<file path="src/rtl/spi_slave_with_modes.sv">
// SPI receive endpoint: oversamples sclk/mosi/cs in the clk domain and recovers
// one MSB-first DATA_W-bit frame per cs assertion, flagging early-terminated frames.
module spi_slave_with_modes #(
  parameter int unsigned DATA_W      = 8,
  parameter int unsigned SYNC_STAGES = 2
) (
  input  logic              clk,
  input  logic              rst_n,
  input  logic [1:0]        mode,
  input  logic              sclk,
  input  logic              mosi,
  input  logic              cs,
  output logic [DATA_W-1:0] dout,
  output logic              done,
  output logic              busy,
  output logic              err
);

  localparam int unsigned CNT_W = $clog2(DATA_W + 1);

  typedef enum logic [1:0] {IDLE, SHIFT, HOLD} state_t;

  logic [SYNC_STAGES-1:0] sclk_sync_q, sclk_sync_d;
  logic [SYNC_STAGES-1:0] mosi_sync_q, mosi_sync_d;
  logic [SYNC_STAGES-1:0] cs_sync_q, cs_sync_d;
  logic                   sclk_hist_q, sclk_hist_d;
  logic                   cs_hist_q, cs_hist_d;
  logic [SYNC_STAGES:0]   vld_q, vld_d;
  state_t                 state_q, state_d;
  logic [1:0]             mode_q, mode_d;
  logic [CNT_W-1:0]       cnt_q, cnt_d;
  logic [DATA_W-1:0]      shreg_q, shreg_d;
  logic [DATA_W-1:0]      dout_q, dout_d;
  logic                   done_q, done_d;
  logic                   busy_q, busy_d;
  logic                   err_q, err_d;

  logic sclk_s, mosi_s, cs_s;
  logic cs_fall, cs_rise, samp, last_bit;

  assign sclk_s = sclk_sync_q[SYNC_STAGES-1];
  assign mosi_s = mosi_sync_q[SYNC_STAGES-1];
  assign cs_s   = cs_sync_q[SYNC_STAGES-1];

  // vld_q marks which pipeline stages hold real pin samples since reset, so a
  // frame already in progress at reset release is not mistaken for a new cs fall.
  assign cs_fall  = vld_q[SYNC_STAGES] & cs_hist_q & ~cs_s;
  assign cs_rise  = ~cs_hist_q & cs_s;
  assign samp     = (sclk_s ^ sclk_hist_q) & (sclk_s == ~(mode_q[1] ^ mode_q[0]));
  assign last_bit = (cnt_q == CNT_W'(DATA_W - 1));

  always_comb begin
    sclk_sync_d = {sclk_sync_q[SYNC_STAGES-2:0], sclk};
    mosi_sync_d = {mosi_sync_q[SYNC_STAGES-2:0], mosi};
    cs_sync_d   = {cs_sync_q[SYNC_STAGES-2:0], cs};
    sclk_hist_d = sclk_s;
    cs_hist_d   = cs_s;
    vld_d       = {vld_q[SYNC_STAGES-1:0], 1'b1};
    state_d     = state_q;
    mode_d      = mode_q;
    cnt_d       = cnt_q;
    shreg_d     = shreg_q;
    dout_d      = dout_q;
    done_d      = 1'b0;
    err_d       = 1'b0;

    case (state_q)
      IDLE: begin
        cnt_d = '0;
        if (cs_fall) begin
          mode_d  = mode;
          shreg_d = '0;
          state_d = SHIFT;
        end
      end
      SHIFT: begin
        // The final sampling edge beats a coincident cs rise; any other bit is dropped.
        if (samp && last_bit) begin
          shreg_d = DATA_W'({shreg_q, mosi_s});
          cnt_d   = cnt_q + CNT_W'(1);
          dout_d  = shreg_d;
          done_d  = 1'b1;
          state_d = cs_rise ? IDLE : HOLD;
        end else if (cs_rise) begin
          err_d   = (cnt_q != '0);
          state_d = IDLE;
        end else if (samp) begin
          shreg_d = DATA_W'({shreg_q, mosi_s});
          cnt_d   = cnt_q + CNT_W'(1);
        end
      end
      HOLD: begin
        if (cs_rise) state_d = IDLE;
      end
      default: state_d = IDLE;
    endcase

    busy_d = (state_d != IDLE);
  end

  always_ff @(posedge clk) begin
    if (!rst_n) begin
      sclk_sync_q <= {SYNC_STAGES{mode[1]}};
      mosi_sync_q <= '0;
      cs_sync_q   <= '1;
      sclk_hist_q <= mode[1];
      cs_hist_q   <= 1'b1;
      vld_q       <= '0;
      state_q     <= IDLE;
      mode_q      <= 2'b00;
      cnt_q       <= '0;
      shreg_q     <= '0;
      dout_q      <= '0;
      done_q      <= 1'b0;
      busy_q      <= 1'b0;
      err_q       <= 1'b0;
    end else begin
      sclk_sync_q <= sclk_sync_d;
      mosi_sync_q <= mosi_sync_d;
      cs_sync_q   <= cs_sync_d;
      sclk_hist_q <= sclk_hist_d;
      cs_hist_q   <= cs_hist_d;
      vld_q       <= vld_d;
      state_q     <= state_d;
      mode_q      <= mode_d;
      cnt_q       <= cnt_d;
      shreg_q     <= shreg_d;
      dout_q      <= dout_d;
      done_q      <= done_d;
      busy_q      <= busy_d;
      err_q       <= err_d;
    end
  end

  assign dout = dout_q;
  assign done = done_q;
  assign busy = busy_q;
  assign err  = err_q;

endmodule

</file>
<file path="config.mk">
export PLATFORM = sky130hd
export DESIGN_NAME = spi_slave_with_modes
export DESIGN_NICKNAME = d
export VERILOG_FILES = /design/src/rtl/spi_slave_with_modes.sv
export SDC_FILE = /design/constraint.sdc
export NUM_CORES = 1
export LEC_CHECK = 0
export ABC_AREA = 0
export CAP_MARGIN = 20
export CORE_MARGIN = 3
export CORE_UTILIZATION = 53
export CTS_BUF_LIST = sky130_fd_sc_hd__clkbuf_16
export DETAILED_ROUTE_END_ITERATION = 16
export HOLD_SLACK_MARGIN = 0.08
export PLACE_DENSITY = 0.76
export SYNTH_ARGS = -nofsm -noshare
export SYNTH_HDL_FRONTEND = slang
export SYNTH_SLANG_ARGS = --single-unit
</file>
<file path="constraint.sdc">
create_clock -name clk -period 2.1 [get_ports clk]
set_clock_uncertainty 0.05 [all_clocks]
set_input_delay 0.21 -clock clk [delete_from_list [all_inputs] [get_ports clk]]
set_output_delay 0.21 -clock clk [all_outputs]
set_load 0.005 [all_outputs]
</file>
==> impl_metrics.ini <==
[die]
fp.dieArea_um2 = 3470
start_util = 0.577
core_area_um2 = 2570
num_rows = 18
die_h_um = 58.9
die_w_um = 58.9
ios = 18

[grt]
grt_max_degree = 38
grt_pass1_wl_mm = 4.87
grt_use_total = 0.189
grt_pass1_vias = 1115
grt_antenna_before_repair = 0
globalRouteOverflowTotal = 0

[outcome]
status = complete, no violations

[logic_synthesis]
synth-edff-count = 0
yosysSeqAreaShare = 0.500
ys_warn_count = 0
syn-num-nets = 174
synth_area_um2 = 1480
synth_cell_type_count = 30
syn_inst = 165
syn_avg_cell_area_um2 = 8.98
synth_seq_cells = 37
async_flop_share = 0
ys.flop_type = dfxtp_1

[worst_setup_path]
critPathTopFamily = multiplexers
worstPathRequired_ps = 2260
critical_path.slowest_cell = mux2_4
start_kind = register
r2r_end = cnt_q[2]
slowest_delay_ps = 380
crit_chain = xnor2_1 -> mux2_4 -> nor3_4 -> buf_4 -> a31oi_1 -> a21oi_1
reg2reg_slack_ps = 370
cp_max_fo = 16
r2r-start = mode_q[1]
path_buf_inv = 1
worstSetupEndpointType = register
critPathKind = register to register
r2r_cells = 6
cp.arrival_ps = 1890

[hold_path]
holdPathEnd = cs_sync_q[1]
holdPathStages = 1
worstHoldStart = cs_sync_q[0]
hold_class = register to register

[clock_tree]
clock_sinks = 37
root_buffer = clkbuf_16
clk_pin_slew_ps = 50
clk_latency_ps = 280
cts_tree = done
postCtsSetupBuffers = 0
cts_hold_buffers = 0
clock_path_buffers = 2
cts-htree-levels = 2
numCtsBuffers = 5
post_cts_resized = 0

[final_layout]
num_antenna_cells = 0
multi_input_area_um2 = 672
fillCellCount = 206
fin_cells = 215
seq_area_um2 = 741
area_growth_pct = 22.5
final_common_cell = dfxtp_1
final_cell_mix = dfxtp_1, nand2_1, nand3_1
nets = 194
drive_above_1_share = 0.0757

[placement]
gp_congestion = 0.818
port_buffers = 17
dp_cells = 208
place_hpwl_mm = 1.98

[sta]
setup_tns_ps = 0
fin_crit_sh = 0.824
slew_viol_final = 0
period_needed_ps = 1730
grt_setup_unrepaired = false
hold_violations = 0
max_clock_freq_mhz = 578
worst_slew_pin_slew_ps = 614
finalSetupViolations = 0
slew_headroom = 0.587

[route]
routed_wl_mm = 2.86
vias_per_cell = 5.55
drc = 0
drt_iter0_markers = 54
vias = 1194
firstDrtPassIters = 4
wire_per_inst_um = 13.3
postRouteAntennaNets = 0

[job]
maxCapViolations = 0

[power]
p_sw_frac = 0.199
ir_drop_v = 0.000878
switching_power_mw = 0.290
power_frac_seq = 0.495
cellLeakagePower_nw = 0.680
p_total_mw = 1.46
pwr_density_cell_nw_per_um2 = 804
clkPwrFrac = 0.462
combPwrFrac = 0.044
p_int_mw = 1.17
## power by group through the flow
stage / Sequential [mW] / Clock (mW) / Combinational (mW)
floorplan: 0.735 / 0 / 0.0421
global route: 0.722 / 0.714 / 0.0713
detailed placement: 0.736 / 0 / 0.0642
CTS: 0.721 / 0.689 / 0.0643
finish: 0.721 / 0.673 / 0.0639
global placement: 0.735 / 0 / 0.0620
## worst register-to-register path: stages (launching register included)
cell	delay [ps]
dfxtp_1	320
xnor2_1	280
mux2_4	380
nor3_4	160
buf_4	220
a31oi_1	110
a21oi_1	150
## final cells by class
type	instances	share of cell area
Sequential cell	37	0.408
Multi-Input combinational cell	115	0.370
Timing Repair Buffer	21	0.117
Clock buffer	5	0.0690
Tap cell	30	0.0207
Inverter	5	0.0103
Clock inverter	2	0.00414
## stage by stage
| stage | util | hold WS (ps) | worst slack [ps] | area, um^2 |
|---|---|---|---|---|
| 2_1_floorplan | - | 188 | 479 | 1480 |
| 3_3_place_gp | 0.655 | 338 | 450 | 1680 |
| 3_5_place_dp | 0.655 | 352 | 388 | 1680 |
| 4_1_cts | 0.707 | 364 | 371 | 1810 |
| 5_1_grt | 0.707 | 388 | 299 | 1810 |
| 6_report | 0.707 | 362 | 370 | 1810 |
## sequential cells by signal, indices dropped and copies added, names as in the netlist
name         flops
err              1
sclk_hist_q      1
sclk_sync_q      2
mode_q           2
busy             1
dout             8
mosi_sync_q      2
cs_hist_q        1
shreg_q          7
cs_sync_q        2
cnt_q            4
done             1
vld_q            3
state_q          2
## worst max-delay path by stage
stage	from	end	slack [ps]	depth (start not counted)
after detailed placement	mode_q[1]	cnt_q[2]	390	6
after global placement	mode_q[1]	cnt_q[2]	450	6
after floorplan	mode_q[1]	shreg_q[6]	480	6
final	mode_q[1]	cnt_q[2]	370	6
after CTS	mode_q[1]	cnt_q[2]	370	6
after global routing	mode_q[1]	cnt_q[2]	300	6
## routing by layer
metal	GRT usage	wire, um	vias up
li1	-	-	604
met1	0.218	1240	540
met2	0.295	1340	40
met3	0.0724	189	10
met4	0.113	85	0
met5	0	0	-
## synth_stat cells (all sizes together), types with 3 or more instances
cell / instances / area (um^2)
nand3: 18 / 90.1
mux2i: 3 / 30.0
and2: 4 / 25.0
nand2b: 6 / 37.5
buf: 3 / 27.5
a31oi: 3 / 18.8
nor3: 3 / 37.5
o21ai: 13 / 65.1
o31ai: 7 / 52.6
dfxtp: 37 / 741
nand2: 28 / 105
nor2: 8 / 30.0
inv: 5 / 18.8
clkbuf: 5 / 22.5
a21oi: 9 / 45.0
## kinds of logic after synthesis
| kind of cell | synth area share |
|---|---|
| xor+xnor | 0.00591 |
| compound gates | 0.128 |
| mux | 0.0304 |
| fa+ha+maj | 0.0169 |
| flops | 0.500 |
| buf+inv | 0.0464 |
| simple gates | 0.272 |
(Power assumes the default switching activity.)
